[src/rtl/clock_mux_seq_pkg.sv]
// -----------------------------------------------------------------------------
// clock_mux_seq_pkg
//   Shared definitions for the clock mux switch sequencer:
//     - seq_state_e   : sequencer FSM states
//     - *_DEF         : default parameter values used by the top module
//     - timer_width() : width of the ack-wait timer for a given timeout
//     - sel_onehot()  : enable vector with only the selected source raised
// -----------------------------------------------------------------------------
package clock_mux_seq_pkg;

  typedef enum logic [2:0] {
    BOOT,
    IDLE,
    WAIT_OFF,
    WAIT_ON,
    ERROR
  } seq_state_e;

  localparam int unsigned DEFAULT_SEL_DEF    = 0;
  localparam int unsigned SYNC_STAGES_DEF    = 2;
  localparam int unsigned TIMEOUT_CYCLES_DEF = 1024;

  // The timer must be able to hold TIMEOUT_CYCLES itself (saturation value).
  function automatic int unsigned timer_width(input int unsigned timeout_cycles);
    return $clog2(timeout_cycles + 1);
  endfunction

  function automatic logic [1:0] sel_onehot(input logic sel);
    return sel ? 2'b10 : 2'b01;
  endfunction

endpackage

[src/rtl/clock_ack_synchronizer.sv]
// -----------------------------------------------------------------------------
// clock_ack_synchronizer
//   SYNC_STAGES-deep flop chain bringing one asynchronous mux ack into the
//   reference clock domain. All stages reset to 0.
//   Ports:
//     clock       in   reference clock
//     async_reset in   asynchronous active-high reset
//     async_in    in   asynchronous ack from the mux macro
//     sync_out    out  synchronized ack (last stage)
// -----------------------------------------------------------------------------
module clock_ack_synchronizer #(
  parameter int unsigned SYNC_STAGES = 2
) (
  input  logic clock,
  input  logic async_reset,
  input  logic async_in,
  output logic sync_out
);

  logic [SYNC_STAGES-1:0] sync_q;
  logic [SYNC_STAGES-1:0] sync_d;

  always_comb begin
    sync_d = {sync_q[SYNC_STAGES-2:0], async_in};
  end

  // NOTE: registers use non-blocking assignments so every stage samples the
  // value its predecessor held before the edge; blocking would collapse the chain.
  always_ff @(posedge clock or posedge async_reset) begin
    if (async_reset) begin
      sync_q <= '0;
    end else begin
      sync_q <= sync_d;
    end
  end

  assign sync_out = sync_q[SYNC_STAGES-1];

endmodule

[src/rtl/clock_mux_switch_sequencer.sv]
// -----------------------------------------------------------------------------
// clock_mux_switch_sequencer
//   Drives the enable/ack handshake of a two-input glitch-free clock mux from
//   an always-running reference clock. A switch drops the active source's
//   enable, waits for its ack to fall, raises the new source's enable and waits
//   for its ack to rise. Every wait is bounded by TIMEOUT_CYCLES; a timeout
//   parks the sequencer in ERROR with both enables low.
//   Ports:
//     clock, async_reset          reference clock, async active-high reset
//     req_valid/req_sel/req_ready switch request handshake (IDLE or ERROR only)
//     done                        one-cycle pulse on successful completion
//     busy                        sequencing in progress
//     cur_valid/cur_sel           confirmed active source
//     timeout_err/err_clear       sticky timeout flag and its clear
//     async_enable0/1             registered enables to the mux
//     async_enable0/1_ack         asynchronous acks from the mux
// -----------------------------------------------------------------------------
module clock_mux_switch_sequencer
  import clock_mux_seq_pkg::*;
#(
  parameter int unsigned DEFAULT_SEL    = DEFAULT_SEL_DEF,
  parameter int unsigned SYNC_STAGES    = SYNC_STAGES_DEF,
  parameter int unsigned TIMEOUT_CYCLES = TIMEOUT_CYCLES_DEF
) (
  input  logic clock,
  input  logic async_reset,
  input  logic req_valid,
  input  logic req_sel,
  output logic req_ready,
  output logic done,
  output logic busy,
  output logic cur_valid,
  output logic cur_sel,
  output logic timeout_err,
  input  logic err_clear,
  output logic async_enable0,
  output logic async_enable1,
  input  logic async_enable0_ack,
  input  logic async_enable1_ack
);

  localparam logic            DEF_SEL    = (DEFAULT_SEL != 0);
  localparam int unsigned     TW         = timer_width(TIMEOUT_CYCLES);
  localparam logic [TW-1:0]   TIMER_LAST = TW'(TIMEOUT_CYCLES - 1);
  localparam logic [TW-1:0]   TIMER_SAT  = TW'(TIMEOUT_CYCLES);

  seq_state_e    state_q, state_d;
  logic [TW-1:0] timer_q, timer_d;
  logic [1:0]    en_q, en_d;
  logic          tgt_q, tgt_d;
  logic          cur_sel_q, cur_sel_d;
  logic          cur_valid_q, cur_valid_d;
  logic          done_q, done_d;
  logic          timeout_err_q, timeout_err_d;
  // Set when WAIT_ON is entered from ERROR: both acks must read low before
  // the target enable may rise.
  logic          raise_pending_q, raise_pending_d;

  logic [1:0]    ack_sync;
  logic          timer_expired;
  logic [TW-1:0] timer_next;
  logic          timeout_set;

  clock_ack_synchronizer #(.SYNC_STAGES(SYNC_STAGES)) u_ack0_sync (
    .clock       (clock),
    .async_reset (async_reset),
    .async_in    (async_enable0_ack),
    .sync_out    (ack_sync[0])
  );

  clock_ack_synchronizer #(.SYNC_STAGES(SYNC_STAGES)) u_ack1_sync (
    .clock       (clock),
    .async_reset (async_reset),
    .async_in    (async_enable1_ack),
    .sync_out    (ack_sync[1])
  );

  assign timer_expired = (timer_q == TIMER_LAST);
  assign timer_next    = (timer_q == TIMER_SAT) ? timer_q : timer_q + 1'b1;

  // NOTE: every variable written here gets its default first, so no path
  // through the case can leave one unassigned and infer a latch.
  always_comb begin
    state_d         = state_q;
    timer_d         = timer_q;
    en_d            = en_q;
    tgt_d           = tgt_q;
    cur_sel_d       = cur_sel_q;
    cur_valid_d     = cur_valid_q;
    raise_pending_d = raise_pending_q;
    done_d          = 1'b0;
    timeout_set     = 1'b0;

    unique case (state_q)
      BOOT: begin
        // Synchronizers are still clear here, so the raise is always safe.
        tgt_d           = DEF_SEL;
        en_d            = sel_onehot(DEF_SEL);
        raise_pending_d = 1'b0;
        timer_d         = '0;
        state_d         = WAIT_ON;
      end

      IDLE: begin
        if (req_valid) begin
          if (req_sel == cur_sel_q) begin
            done_d = 1'b1;
          end else begin
            tgt_d            = req_sel;
            en_d[cur_sel_q]  = 1'b0;
            timer_d          = '0;
            state_d          = WAIT_OFF;
          end
        end
      end

      WAIT_OFF: begin
        if (!ack_sync[cur_sel_q]) begin
          // Old source confirmed off, which is the only ack that could block
          // the raise of the target.
          cur_valid_d     = 1'b0;
          en_d            = sel_onehot(tgt_q);
          raise_pending_d = 1'b0;
          timer_d         = '0;
          state_d         = WAIT_ON;
        end else if (timer_expired) begin
          timeout_set = 1'b1;
          en_d        = 2'b00;
          cur_valid_d = 1'b0;
          timer_d     = '0;
          state_d     = ERROR;
        end else begin
          timer_d = timer_next;
        end
      end

      WAIT_ON: begin
        if (raise_pending_q) begin
          if (ack_sync == 2'b00) begin
            // The ack-rise wait starts fresh once the enable actually goes up.
            en_d            = sel_onehot(tgt_q);
            raise_pending_d = 1'b0;
            timer_d         = '0;
          end else if (timer_expired) begin
            timeout_set     = 1'b1;
            en_d            = 2'b00;
            raise_pending_d = 1'b0;
            timer_d         = '0;
            state_d         = ERROR;
          end else begin
            timer_d = timer_next;
          end
        end else if (ack_sync[tgt_q]) begin
          cur_sel_d   = tgt_q;
          cur_valid_d = 1'b1;
          done_d      = 1'b1;
          timer_d     = '0;
          state_d     = IDLE;
        end else if (timer_expired) begin
          timeout_set = 1'b1;
          en_d        = 2'b00;
          cur_valid_d = 1'b0;
          timer_d     = '0;
          state_d     = ERROR;
        end else begin
          timer_d = timer_next;
        end
      end

      ERROR: begin
        cur_valid_d = 1'b0;
        en_d        = 2'b00;
        if (req_valid) begin
          tgt_d           = req_sel;
          raise_pending_d = 1'b1;
          timer_d         = '0;
          state_d         = WAIT_ON;
        end
      end

      default: begin
        en_d    = 2'b00;
        timer_d = '0;
        state_d = BOOT;
      end
    endcase

    // A timeout in the same cycle as err_clear leaves the flag set.
    timeout_err_d = (timeout_err_q & ~err_clear) | timeout_set;
  end

  always_ff @(posedge clock or posedge async_reset) begin
    if (async_reset) begin
      state_q         <= BOOT;
      timer_q         <= '0;
      en_q            <= 2'b00;
      tgt_q           <= DEF_SEL;
      cur_sel_q       <= DEF_SEL;
      cur_valid_q     <= 1'b0;
      done_q          <= 1'b0;
      timeout_err_q   <= 1'b0;
      raise_pending_q <= 1'b0;
    end else begin
      state_q         <= state_d;
      timer_q         <= timer_d;
      en_q            <= en_d;
      tgt_q           <= tgt_d;
      cur_sel_q       <= cur_sel_d;
      cur_valid_q     <= cur_valid_d;
      done_q          <= done_d;
      timeout_err_q   <= timeout_err_d;
      raise_pending_q <= raise_pending_d;
    end
  end

  assign async_enable0 = en_q[0];
  assign async_enable1 = en_q[1];
  assign req_ready     = (state_q == IDLE) || (state_q == ERROR);
  assign busy          = (state_q == BOOT) || (state_q == WAIT_OFF) || (state_q == WAIT_ON);
  assign done          = done_q;
  assign cur_valid     = cur_valid_q;
  assign cur_sel       = cur_sel_q;
  assign timeout_err   = timeout_err_q;

endmodule

[config.mk]
export PLATFORM = sky130hd
export DESIGN_NAME = clock_mux_switch_sequencer
export DESIGN_NICKNAME = d
export VERILOG_FILES = /design/src/rtl/clock_mux_seq_pkg.sv /design/src/rtl/clock_ack_synchronizer.sv /design/src/rtl/clock_mux_switch_sequencer.sv
export SDC_FILE = /design/constraint.sdc
export NUM_CORES = 1
export LEC_CHECK = 0
export CAP_MARGIN = 20
export CORE_ASPECT_RATIO = 1.25
export CORE_MARGIN = 5
export CORE_UTILIZATION = 40
export DETAILED_ROUTE_END_ITERATION = 8
export RECOVER_POWER = 25
export SYNTH_ARGS = -nofsm -noshare
export SYNTH_HDL_FRONTEND = slang
export SYNTH_SLANG_ARGS = --single-unit
[constraint.sdc]
create_clock -name clock -period 2.12 [get_ports clock]
set_input_delay 0.424 -clock clock [delete_from_list [all_inputs] [get_ports clock]]
set_output_delay 0.424 -clock clock [all_outputs]
set_load 0.03 [all_outputs]
== Word-level counts from Yosys, hierarchy flattened ==
Cells that the tools add are included.

* $add $sub $neg: 1
* $lt $le $gt $ge: 3
* Equal/unequal tests: 14
* Multiplexer cells: 60
* Bitwise gates (word level): 6
* Reductions and logical operators: 16

{| class="wikitable"
|+ Operator list
! cell !! count
|-
| 11-bit 2-to-1 mux || 9
|-
| 11-bit one-hot mux with 4 select lines || 1
|-
| 1-bit 2-to-1 mux || 26
|-
| 3-bit 2-to-1 mux || 8
|-
| 2-bit 2-to-1 mux || 8
|-
| 3-bit one-hot mux with 5 select lines || 1
|-
| 3-bit AND reduction || 4
|-
| 11-bit by 1-bit adder with 11-bit output, second input constant || 1
|-
| 11-bit by 10-bit == test with 1-bit output, second input constant || 1
|-
| 11-bit == test, second input constant || 1
|-
| 2-bit inequality test, second input constant || 5
|-
| 2-bit one-hot mux with 4 select lines || 1
|-
| 4-bit AND reduction || 2
|-
| 3-bit by 2-bit == test with 1-bit output, second input constant || 2
|-
| 3-bit inequality test, second input constant || 2
|-
| 1-bit one-hot mux with 3 select lines || 2
|-
| 3-bit nonzero test || 2
|-
| 1-bit by 2-bit less-than comparator with 1-bit output, second input constant || 2
|-
| 1-bit one-hot mux with 2 select lines || 2
|-
| 1-bit one-hot mux with 4 select lines || 1
|-
| 4-bit nonzero test || 1
|-
| 3-bit by 1-bit == test with 1-bit output, second input constant || 1
|-
| 3-bit == test, second input constant || 1
|-
| 3-bit zero test || 1
|-
| other kinds (12) || 15
|}

* Flip-flop bits (word level): 26
* Input port bits: 7
* Logic and storage cells: 111

== Longest topological paths before layout ==
Gate-level depths: netlist (run 1).

* Depth after elaboration: 9
* Mapped depth: 7
* Gate-level depth less buffers: 6

== By module ==
Synthesis (run 1) repeated with hierarchy kept, for this count alone.

* Cells, all modules: 163
* Area total of the unflattened synthesis: 1488.9 um^2

{| class="wikitable"
|+ By module, submodules not included
! module !! times used !! cells an instance !! area each (um^2) !! seq. area each (um^2)
|-
| clock_mux_switch_sequencer || 1 || 157 || 1381.3 || 550.5
|-
| clock_ack_synchronizer || 2 || 3 || 53.8 || 50.0
|}

== Worst setup path after synthesis (run 1) ==
No wires, ideal clock.

* Path type: register to register
* Start point: reg cur_sel_q, in the netlist cur_sel
* End point: reg timer_q[8]
* Data arrival time: 1.678 ns
* Required time: 2.002 ns
* Path slack: 0.324 ns
* Stages on the path, launching flop included: 7
* Buffers on the path: 1
* Clock period less this slack: 1.796 ns
* Cells stage by stage: dfrtp_1 mux2_2 nand2_1 and2_0 buf_2 o21ai_0 a21o_1

* Word-level cells in the longest chain between the ends: 4
* Elaborated cells between the ends (all ways): 7
* Classes of those cells: 2 x eq/ne; 4 x mux; 1 x reduce/logical

{| class="wikitable"
|+ RTL lines
! element !! RTL line !! text
|-
| start: declaration || clock_mux_switch_sequencer.sv:51 || <nowiki>logic cur_sel_q, cur_sel_d;</nowiki>
|-
| start signal: assignment || clock_mux_switch_sequencer.sv:208 || <nowiki>cur_sel_q <= cur_sel_d;</nowiki>
|-
| 1-bit 2-to-1 mux (implied by the code) (2 in a row) || clock_mux_switch_sequencer.sv:118 || <nowiki>if (!ack_sync[cur_sel_q]) begin</nowiki>
|-
| 11-bit 2-to-1 mux || clock_mux_switch_sequencer.sv:118 ||
|-
| 11-bit one-hot mux with 4 select lines || clock_mux_switch_sequencer.sv:94 || <nowiki>unique case (state_q)</nowiki>
|-
| end signal: assignment || clock_mux_switch_sequencer.sv:205 || <nowiki>timer_q <= timer_d;</nowiki>
|-
| end: declaration || clock_mux_switch_sequencer.sv:48 || <nowiki>logic [TW-1:0] timer_q, timer_d;</nowiki>
|}

Several ways; a longest one is shown, not always the timed one. The select of a mux whose other input is x is not followed.
A chain may end at the register's enable or synchronous reset.

== Worst setup path after layout (run 1) ==
* Start point: reg timer_q[0]
* End point: reg timer_q[5]

* Word-level cells in the longest chain between the ends: 6
* Elaborated cells between the ends (all ways): 10
* Classes of those cells: 1 x add/sub; 2 x eq/ne; 7 x mux

{| class="wikitable"
|+ RTL lines
! element !! RTL line !! text
|-
| 11-bit by 1-bit adder with 11-bit output or 11-bit == test (tied branches) || clock_mux_switch_sequencer.sv:79 || <nowiki>assign timer_next = (timer_q == TIMER_SAT) ? timer_q : timer_q + 1'b1;</nowiki>
|-
| 11-bit 2-to-1 mux || clock_mux_switch_sequencer.sv:79 ||
|-
| 11-bit 2-to-1 mux (*) || clock_mux_switch_sequencer.sv:126, clock_mux_switch_sequencer.sv:144, clock_mux_switch_sequencer.sv:159 ||
|-
| 11-bit 2-to-1 mux (on tied branches) || clock_mux_switch_sequencer.sv:153, clock_mux_switch_sequencer.sv:139 ||
|-
| 11-bit 2-to-1 mux || clock_mux_switch_sequencer.sv:138 || <nowiki>if (raise_pending_q) begin</nowiki>
|-
| 11-bit one-hot mux with 4 select lines (*) || clock_mux_switch_sequencer.sv:94 ||
|}

Every way passes the cells marked *; elsewhere a longest branch is shown, timed or not.

==> results of run 1 <==
-- registers in the layout, indices dropped and copies added (netlist names) --
name / cells
timeout_err: 1
en_q: 2
u_ack1_sync.sync_q: 2
done: 1
cur_sel: 1
timer_q: 11
cur_valid: 1
raise_pending_q: 1
tgt_q: 1
state_q: 3
u_ack0_sync.sync_q: 2
-- cell type report --
class                           count  share of cell area
Clock buffer                        4              0.0294
Inverter                            8              0.0160
Multi-Input combinational cell    128               0.444
Sequential cell                    26               0.347
Tap cell                           40              0.0267
Timing Repair Buffer               31               0.137
-- what timing repair did --
item	CTS	global route
cloned	0	0
resized for setup	1	2
endpoints found under the setup margin	1	1
-- critical path, cell delays in order, from the launching register on --
cell	delay, ns
sky130_fd_sc_hd__dfrtp_1	0.42
sky130_fd_sc_hd__ha_1	0.24
sky130_fd_sc_hd__nand4_1	0.22
sky130_fd_sc_hd__nor4_4	0.41
sky130_fd_sc_hd__a21oi_2	0.16
sky130_fd_sc_hd__a21o_2	0.22
sky130_fd_sc_hd__a22o_1	0.18
-- synthesized netlist by cell type, types with 4 or more instances --
| master | n |
|---|---|
| sky130_fd_sc_hd__o21ai_0 | 15 |
| sky130_fd_sc_hd__inv_1 | 8 |
| sky130_fd_sc_hd__a21oi_1 | 9 |
| sky130_fd_sc_hd__clkbuf_1 | 4 |
| sky130_fd_sc_hd__nand2_1 | 14 |
| sky130_fd_sc_hd__nor4b_1 | 4 |
| sky130_fd_sc_hd__nor2_1 | 12 |
| sky130_fd_sc_hd__nand3_1 | 8 |
| sky130_fd_sc_hd__o22ai_1 | 5 |
| sky130_fd_sc_hd__a31oi_1 | 4 |
| sky130_fd_sc_hd__o21a_1 | 4 |
| sky130_fd_sc_hd__dfrtp_1 | 26 |
-- cells in the final DEF (no fill, tap or decap), types with 4 or more instances in the layout --
| cell type | n |
|---|---|
| sky130_fd_sc_hd__nor4b_1 | 4 |
| sky130_fd_sc_hd__a21oi_1 | 9 |
| sky130_fd_sc_hd__clkdlybuf4s50_1 | 9 |
| sky130_fd_sc_hd__o22ai_1 | 5 |
| sky130_fd_sc_hd__inv_1 | 8 |
| sky130_fd_sc_hd__o21ai_0 | 15 |
| sky130_fd_sc_hd__nor2_1 | 12 |
| sky130_fd_sc_hd__clkbuf_8 | 4 |
| sky130_fd_sc_hd__o21a_1 | 4 |
| sky130_fd_sc_hd__a31oi_1 | 4 |
| sky130_fd_sc_hd__nand3_1 | 8 |
| sky130_fd_sc_hd__dfrtp_1 | 26 |
| sky130_fd_sc_hd__nand2_1 | 14 |
| sky130_fd_sc_hd__buf_4 | 17 |
-- cell families (layout without fill, tap and decap cells) --
logic type / after synthesis / count (layout) / synth area share
AOI/OAI and AO/OA: 59 / 59 / 0.252
xor gates and xnor gates: 3 / 3 / 0.0170
adders and majority gates: 2 / 2 / 0.0162
buffers and inverters: 15 / 43 / 0.0389
DFF: 26 / 26 / 0.422
muxes: 3 / 3 / 0.0203
and+or+nand+nor: 61 / 61 / 0.234
-- worst max path at each step --
| stage | startpoint | endpoint | slack (ns) |
|---|---|---|---|
| 6_report | timer_q[0]$_DFFE_PP0P_ | timer_q[5]$_DFFE_PP0P_ | 0.16 |
| 5_1_grt | timer_q[0]$_DFFE_PP0P_ | timer_q[5]$_DFFE_PP0P_ | 0.02 |
| 4_1_cts | state_q[2]$_DFFE_PP0P_ | req_ready | 0.11 |
| 3_5_place_dp | req_valid | timer_q[9]$_DFFE_PP0P_ | 0.01 |
| 3_3_place_gp | req_valid | timer_q[9]$_DFFE_PP0P_ | 0.07 |
| 2_1_floorplan | cur_sel$_DFFE_PP0P_ | timer_q[8]$_DFFE_PP0P_ | 0.32 |
-- metrics by stage --
stage / instance area [um2] / total power (uW) / setup WS, ns / std cells / hold WS (ns)
6_report: 1880 / 2150 / 0.157 / 237 / 0.356
5_1_grt: 1880 / 2320 / 0.0244 / 237 / 0.372
4_1_cts: 1880 / 2160 / 0.114 / 237 / 0.358
3_5_place_dp: 1830 / 1840 / 0.0127 / 233 / 0.337
3_3_place_gp: 1830 / 1830 / 0.0728 / 233 / 0.334
2_1_floorplan: 1540 / 1450 / 0.324 / 169 / 0.331
-- metal layers --
metal  GRT usage  vias up  share of wire  wire length [um]
met5           0        -              0                 0
met3      0.0268        8          0.038               146
met2       0.296       34           0.52              1990
met1       0.183      692           0.42              1590
li1            -      686              -                 -
met4      0.0581        0          0.025                95
-- power breakdown --
group          switching [uW]  internal, uW  total (uW)
logic                     623           476        1100
registers                 129           601         731
clock network             154           166         320
total                     906          1240        2150
==> reports/qor.log, run 1 <==
INFO  status         run_status=finished, final reports clean
INFO  synth          dominantRegCellSynth=sky130_fd_sc_hd__dfrtp_1
INFO  clock_tree     cts_tree=done
INFO  power_and_ir_drop pwr_density_cell=1150mW/mm2
INFO  synth          mappedNetlistArea=0.00154mm2
INFO  setup_path     crit_required=2.28ns
INFO  power_and_ir_drop total_leakage_power=0.000798uW
INFO  die            dieWidth=65.5um
INFO  setup_path     worst-endpoint-arrival=2.12ns
INFO  clock_tree     cts-buffers-inserted=3
INFO  setup_path     r2r-start=timer_q[0]$_DFFE_PP0P_
INFO  sta            timing.final.crit_share=0.926
INFO  layout         antennaDiodeCount=0
INFO  job            max_cap_viols=0
INFO  layout         synthToLayoutAreaGrowth=21.6%
INFO  die            pin_count=15
INFO  die            die_y=79.4um
INFO  worst_hold_path hp-class=reg2reg
INFO  sta            setup_viol=0
INFO  setup_path     worstPathMaxFanout=10
INFO  placed_design  place_congestion=0.880
INFO  setup_path     ff2ff_path_depth=6
INFO  routing        drt_iter0_markers=95
INFO  power_and_ir_drop ir_worst_vdd=466uV
INFO  synth          synth.ff_latch_count=26
INFO  routing        routed_via_density=5.99
INFO  synth          synth_edf_count=0
INFO  synth          post_synth.cell_area_avg=9.13um2
INFO  die            initial_standard_cell_utilization_of_the_core=0.411
INFO  synth          syn_inst=169
INFO  die            total_die_area=0.00521mm2
INFO  worst_hold_path timing.hold.worst.start=u_ack1_sync.sync_q[0]$_DFF_PP0_
INFO  layout         drive_above_1_share=0.152
INFO  synth          yosysWarnings=0
INFO  clock_tree     post_cts_hold_buffer_count=0
INFO  sta            rsz0062_at_grt=no
INFO  layout         final-seq-area=651um2
INFO  routing        total_via_count_after_detailed_routing=1420
INFO  clock_tree     clk-insertion-delay-late=0.26ns
INFO  routing        routedWlPerCell=16.1um
INFO  sta            setup_tns=0ns
INFO  setup_path     worst_r2r_endpoint=timer_q[5]$_DFFE_PP0P_
INFO  layout         final_nets=207
INFO  die            num_rows=25
INFO  synth          synth_largest_type_area_fraction=0.422
INFO  clock_tree     postCtsSetupBuffers=0
INFO  layout         n_fill_cell=384
INFO  die            placeable_core_area=0.00375mm2
INFO  synth          synth-async-reset-ratio=1.00
INFO  clock_tree     buffers_from_clock_root_to_sink_at_most=2
INFO  setup_path     end_kind=register
INFO  clock_tree     cts.reportedPaths.clkPinSlew=0.09ns
INFO  synth          most_area_hungry_cell_type_in_the_yosys_netlist=sky130_fd_sc_hd__dfrtp_1
INFO  sta            fin_skew=0.00327ns
INFO  global_route   first_global_vias=1444
INFO  placed_design  dp_hpwl=2930um
INFO  synth          ys_seq_area_frac=0.422
INFO  layout         final_core_utilization=0.500
INFO  global_route   maximum_number_of_pins_on_one_net_before_global_route_repair=27
INFO  setup_path     setup.worst_path.start_class=register
INFO  worst_hold_path holdPathEnd=u_ack1_sync.sync_q[1]$_DFF_PP0_
INFO  global_route   grt_pass1_wl=6640um
INFO  global_route   antenna_found_initial=0
INFO  worst_hold_path holdPathStages=0
INFO  sta            slew-limit-headroom=0.565
INFO  placed_design  port_buffers=14
INFO  setup_path     crit_type=reg2reg
INFO  global_route   groute.usage.overall=0.161
INFO  routing        ant_nets=0
INFO  clock_tree     sink_count_of_the_clock_tree=26
INFO  clock_tree     ctsHtreeMaxLevel=1
INFO  routing        route.detailed.drc=0
INFO  synth          synth_fp_nets=178
INFO  routing        drt_wl_total=3820um
INFO  clock_tree     cts_root_buf=sky130_fd_sc_hd__clkbuf_8
INFO  sta            finalCriticalPeriod=1.96ns
INFO  setup_path     rrSetupSlack=0.16ns
INFO  layout         multi_input_area=832um2
INFO  routing        drt_first_pass_iters=4
INFO  sta            max_clock_freq=0.510GHz
INFO  synth          synthDistinctLibCells=46
INFO  global_route   residual_overflow_from_global_routing=0
INFO  sta            worst-slew-pin-transition=0.652ns
INFO  synth          ys_top_cells_by_area=sky130_fd_sc_hd__dfrtp_1, sky130_fd_sc_hd__o21ai_0, sky130_fd_sc_hd__nand2_1, sky130_fd_sc_hd__a21oi_1, sky130_fd_sc_hd__nor2_1
INFO  sta            timing.final.max_slew_violations=0
INFO  sta            hold_viol=0
Power figures use the tool's default switching activity.
==> inputs of run 2 (changes only) <==
- PLACE_DENSITY: unset -> 0.56
==> run 2 against run 1 <==
Against the previous run: sequential power fell by 2%; count of clock-buffer cells in the layout did not move; global-route usage rose by 0.45 points; clock power barely moved; power rose by 0.31%; setup slack got worse by 0.019 ns; core utilization rose by 0.067 points; via count fell by 2.3%; largest cell class unchanged; register-to-register slack improved by 0.03 ns; non-clock buffer count did not move; final cell count did not move.
==> reports/qor.log, run 2 (synthesis results as in run 1) <==
INFO  placed_design  place_congestion=0.896 [+1.8%]
INFO  setup_path     crit_required=1.70ns [-0.58 ns]
INFO  die            placeable_core_area=0.00375mm2 [unchanged]
INFO  routing        drt_first_pass_iters=4 [unchanged]
INFO  clock_tree     post_cts_resized=1 [unchanged]
INFO  clock_tree     cts_tree=done
INFO  clock_tree     ctsHtreeMaxLevel=1 [unchanged]
INFO  clock_tree     sink_count_of_the_clock_tree=26 [unchanged]
INFO  layout         antennaDiodeCount=0 [unchanged]
INFO  global_route   grt_pass1_wl=6660um [+0.32%]
INFO  global_route   maximum_number_of_pins_on_one_net_before_global_route_repair=27 [unchanged]
INFO  routing        drt_wl_total=3810um [-0.44%]
INFO  power_and_ir_drop pwr_density_cell=1150mW/mm2 [+0.18%]
INFO  setup_path     rrSetupSlack=0.19ns [+0.03 ns]
INFO  clock_tree     cts-buffers-inserted=3 [unchanged]
INFO  placed_design  port_buffers=14 [unchanged]
INFO  routing        routedWlPerCell=16.1um [-0.44%]
INFO  layout         final_nets=207 [unchanged]
INFO  sta            hold_viol=0 [unchanged]
INFO  sta            worst-slew-pin-transition=1.41ns [+0.756 ns]
INFO  sta            setup_tns=0ns [unchanged]
INFO  clock_tree     cts.reportedPaths.clkPinSlew=0.09ns [about the same]
INFO  layout         drive_above_1_share=0.142 [-0.0102]
INFO  die            initial_standard_cell_utilization_of_the_core=0.411 [unchanged]
INFO  clock_tree     clk-insertion-delay-late=0.27ns [about the same]
INFO  status         run_status=finished, final reports clean
INFO  routing        ant_nets=0 [unchanged]
INFO  die            total_die_area=0.00521mm2 [unchanged]
INFO  routing        routed_via_density=5.85 [-2.3%]
INFO  die            pin_count=15 [unchanged]
INFO  placed_design  dp_hpwl=2950um [+0.59%]
INFO  global_route   residual_overflow_from_global_routing=0 [unchanged]
INFO  worst_hold_path hp-class=reg2reg
INFO  global_route   groute.usage.overall=0.165 [+0.00452]
INFO  sta            finalCriticalPeriod=1.98ns [+0.0194 ns]
INFO  sta            max_clock_freq=0.505GHz [-0.98%]
INFO  power_and_ir_drop total_leakage_power=0.000798uW [about the same]
INFO  setup_path     crit_type=reg2out
INFO  power_and_ir_drop ir_worst_vdd=527uV [+13%]
INFO  job            max_cap_viols=0 [unchanged]
INFO  sta            setup_ws=0.138ns [-0.0194 ns]
INFO  layout         synthToLayoutAreaGrowth=21.7%
INFO  clock_tree     post_cts_hold_buffer_count=0 [unchanged]
INFO  sta            setup_viol=0 [unchanged]
INFO  sta            rsz0062_at_grt=no
INFO  global_route   first_global_vias=1426 [-1.2%]
INFO  layout         largest_register_ff_count=11 [unchanged]
INFO  placed_design  preCtsSetupSlack=0.0190ns [+0.00638 ns]
INFO  layout         layout.cells.most_common=sky130_fd_sc_hd__dfrtp_1
INFO  routing        route.detailed.drc=0 [unchanged]
INFO  die            dieWidth=65.5um [unchanged]
INFO  sta            final_worst_hold_slack=0.354ns [-0.00216 ns]
INFO  clock_tree     postCtsSetupBuffers=0 [unchanged]
INFO  layout         regMostFlops=timer_q
INFO  setup_path     setup.worst_path.start_class=register
INFO  sta            slew-limit-headroom=0.0611 [-0.504]
INFO  clock_tree     cts_root_buf=sky130_fd_sc_hd__clkbuf_8
INFO  sta            fin_skew=0.00291ns [-0.000356 ns]
INFO  setup_path     worstPathMaxFanout=10 [unchanged]
INFO  layout         commonest_cells_after_routing_fill_and_taps_aside=sky130_fd_sc_hd__dfrtp_1, sky130_fd_sc_hd__buf_4, sky130_fd_sc_hd__o21ai_0, sky130_fd_sc_hd__nand2_1, sky130_fd_sc_hd__nor2_1
INFO  sta            timing.final.crit_share=0.935 [+0.00917]
INFO  global_route   antenna_found_initial=0 [unchanged]
INFO  setup_path     worst-endpoint-arrival=1.56ns [-0.56 ns]
INFO  sta            timing.final.max_slew_violations=0 [unchanged]
INFO  setup_path     end_kind=primary output
INFO  die            num_rows=25 [unchanged]
INFO  layout         largestRegisters=timer_q (11), state_q (3)
INFO  routing        total_via_count_after_detailed_routing=1387 [-2.3%]
INFO  clock_tree     buffers_from_clock_root_to_sink_at_most=2 [unchanged]
INFO  routing        drt_iter0_markers=64 [-33%]
INFO  die            die_y=79.4um [unchanged]
run 2: changes by cell type in the layout (fill, tap and decap cells not counted), sizes merged:
cell           before  now
clkdlybuf4s50       9   10
dlygate4sd3         3    2
clkbuf              6    5
dlygate4sd2         0    1
run 2: layer usage:
metal,global-route usage,up-vias,part of all wire
met1,0.192,671,0.43
met3,0.0239,7,0.027
met2,0.302,23,0.52
met5,0,-,0
li1,-,686,-
met4,0.0622,0,0.024
run 2: worst max-delay path, stage by stage (launching register included):
cell and delay [ns]:
sky130_fd_sc_hd__dfrtp_1 0.55, sky130_fd_sc_hd__buf_4 0.21, sky130_fd_sc_hd__inv_1 0.09, sky130_fd_sc_hd__a21oi_1 0.23
sky130_fd_sc_hd__buf_4 0.20
run 2: where the power goes:
part	internal [uW]	leakage [uW]	switching (uW)	total, uW
sequential	601	0.000338	115	716
combinational	477	0.000431	642	1120
clock	166	0.0000288	155	321
run 2: through the flow:
stage	instances	cell area [um2]	power, uW	utilization
floorplan	169	1540	1450	-
global route	237	1880	2330	0.500
global placement	233	1830	1840	0.487
finish	237	1880	2160	0.500
detailed placement	233	1830	1850	0.487
CTS	237	1880	2170	0.501
run 2: worst paths after layout:
| check | depth (start not counted) | startpoint | end |
|---|---|---|---|
| max reg2reg | 6 | timer_q[1]$_DFFE_PP0P_ | timer_q[5]$_DFFE_PP0P_ |
| max in group asynchronous | 3 | async_reset | timer_q[7]$_DFFE_PP0P_ |
| min in group asynchronous | 3 | async_reset | u_ack1_sync.sync_q[0]$_DFF_PP0_ |
| min reg2reg | 0 | u_ack0_sync.sync_q[0]$_DFF_PP0_ | u_ack0_sync.sync_q[1]$_DFF_PP0_ |
| max | 4 | state_q[1]$_DFFE_PP0P_ | busy |
| min | 0 | u_ack0_sync.sync_q[0]$_DFF_PP0_ | u_ack0_sync.sync_q[1]$_DFF_PP0_ |
run 2: area by class of cell:
cell class / instances / area (um2)
Timing Repair Buffer: 31 / 260
Multi-Input combinational cell: 128 / 832
Clock buffer: 4 / 55.1
Tap cell: 40 / 50.0
Fill cell: 369 / 1880
Inverter: 8 / 30.0
Sequential cell: 26 / 651
==> RTL change: new RTL, flow settings as in run 2 <==
Change the package constant `SYNC_STAGES_DEF` from 2 to 4.
--- a/src/rtl/clock_mux_seq_pkg.sv
+++ b/src/rtl/clock_mux_seq_pkg.sv
@@ -17,7 +17,7 @@
   } seq_state_e;
 
   localparam int unsigned DEFAULT_SEL_DEF    = 0;
-  localparam int unsigned SYNC_STAGES_DEF    = 2;
+  localparam int unsigned SYNC_STAGES_DEF    = 4;
   localparam int unsigned TIMEOUT_CYCLES_DEF = 1024;
 
   // The timer must be able to hold TIMEOUT_CYCLES itself (saturation value).
Formal check against the unedited RTL: not equivalent (a bounded check fails within 4 cycles, from zero or initial values and one cycle with async_reset high).
==> RTL change against run 2 <==
  * Wire length hardly changed
  * Critical path type unchanged
  * Critical path depth shrank 1
  * Total power increased by 19%
  * Non-clock buffer count increased by 3
  * Worst setup slack worse by 56 ps
  * Sequential cell count is 4 higher
  * Synthesized area increased by 7.5%
  * Highest routed layer unchanged
  * Cell area rose by 11%
==> RTL change: results (changes against run 2) <==
<table>
<tr><th>Metric</th><th>Value</th></tr>
<tr><th colspan="2">Status</th></tr>
<tr><td>Status</td><td>completed</td></tr>
<tr><th colspan="2">CTS</th></tr>
<tr><td>Cells resized by post-CTS repair</td><td>2 (+1)</td></tr>
<tr><td>Total CTS buffers</td><td>5 (+2)</td></tr>
<tr><td>Clk pin slew, worst setup/hold paths</td><td>70 ps (-20 ps)</td></tr>
<tr><td>Total number of H-tree levels</td><td>2 (+1)</td></tr>
<tr><th colspan="2">STA</th></tr>
<tr><td>Transition at the pin with the smallest max-transition slack</td><td>732 ps (-676 ps)</td></tr>
<tr><td>Worst Clk Skew</td><td>5.06 ps (+2.15 ps)</td></tr>
<tr><th colspan="2">Yosys</th></tr>
<tr><td>Post-synthesis cell count</td><td>171 (+1.2%)</td></tr>
<tr><td>Post-synthesis share of cell area spent on full adders, half adders and majority gates</td><td>0.0151 (-0.00114)</td></tr>
<tr><td>Compound-gate portion of the synthesized area</td><td>0.209 (-0.0433)</td></tr>
<tr><td>Number of distinct standard cells referenced by the synthesized netlist</td><td>52 (+13%)</td></tr>
<tr><td>Combinational family with the most area after synthesis</td><td>simple AND/OR/NAND/NOR gates</td></tr>
<tr><th colspan="2">Placement</th></tr>
<tr><td>Post-Place Cell Area</td><td>1950 um^2 (+6.7%)</td></tr>
<tr><td>Routability-driven placement congestion ratio</td><td>0.868 (-3.1%)</td></tr>
<tr><td>Post-placement cell count</td><td>250 (+7.3%)</td></tr>
<tr><td>Final HPWL from detailed placement</td><td>2.78 mm (-5.8%)</td></tr>
<tr><th colspan="2">Critical path</th></tr>
<tr><td>CP max FO</td><td>16 (+6)</td></tr>
<tr><td>Reg-to-reg endpoint</td><td>timer_q[6]</td></tr>
<tr><th colspan="2">Global routing</th></tr>
<tr><td>Wire length of the first global-routing pass</td><td>6.31 mm (-5.3%)</td></tr>
<tr><th colspan="2">Finish</th></tr>
<tr><td>Share of layout cells above drive strength 1</td><td>0.208 (+0.0656)</td></tr>
<tr><th colspan="2">Routing</th></tr>
<tr><td>Average wire length per cell after detail routing</td><td>14.5 um (-10%)</td></tr>
<tr><td>Avg Vias per Cell</td><td>5.47 (-6.6%)</td></tr>
<tr><th colspan="2">Min path</th></tr>
<tr><td>Min-Delay Endpoint</td><td>u_ack0_sync.sync_q[2]</td></tr>
<tr><td>Worst hold path startpoint</td><td>u_ack0_sync.sync_q[1]</td></tr>
<tr><th colspan="2">Pwr</th></tr>
<tr><td>VDD IR-drop max</td><td>0.000492 V (-6.7%)</td></tr>
</table>
==> RTL change: cell count changes after synthesis, sizes merged, moves of 3 or more <==
cell,before,now
dfrtp,26,30
nand3,8,12
nor4b,5,1
xor2,0,4
o21a,4,1
==> RTL change: layout make-up <==
cell class / count / area [um^2]
clock inverters: 2 / 12.5
flip-flops and latches: 30 / 752
fillers: 386 / 1970
repair buffers: 34 / 285
inverters: 7 / 26.3
well taps: 56 / 70.1
clock buffers: 6 / 82.6
multi-input cells: 128 / 865
==> RTL change: logic make-up (layout without fill, tap and decap cells) <==
group / after synthesis / count (layout)
xor gates and xnor gates: 7 / 7
adders and majority gates: 2 / 2
AOI/OAI and AO/OA: 50 / 50
buffers and inverters: 13 / 49
DFF: 30 / 30
and+or+nand+nor: 65 / 65
muxes: 4 / 4
==> RTL change: layer usage <==
metal | vias up | share of wire | GRT usage
li1 | 694 | - | -
met1 | 694 | 0.42 | 0.174
met2 | 37 | 0.52 | 0.267
met3 | 13 | 0.042 | 0.0342
met4 | 0 | 0.018 | 0.0609
met5 | - | 0 | 0
==> RTL change: worst max path at each step <==
stage | startpoint | endpoint | cells after the start
2_1_floorplan | timer_q[1] | en_q[1] | 6
3_3_place_gp | req_sel | timer_q[6] | 7
3_5_place_dp | req_valid | timer_q[10] | 5
4_1_cts | state_q[2] | timer_q[6] | 5
5_1_grt | state_q[2] | req_ready | 3
6_report | state_q[2] | req_ready | 3
==> RTL change: metrics by stage <==
| step | setup WS, ps | hold slack [ps] |
|---|---|---|
| finish | 82.0 | 349 |
| global route | -5.01 | 352 |
| floorplan | 226 | 331 |
| global placement | 29.4 | 335 |
| CTS | 32.6 | 351 |
| detailed placement | -14.1 | 337 |
==> RTL change: power breakdown <==
part           switching, uW  internal [uW]  total [uW]
sequential               102            674         776
combinational            711            596        1310
clock                    220            260         480
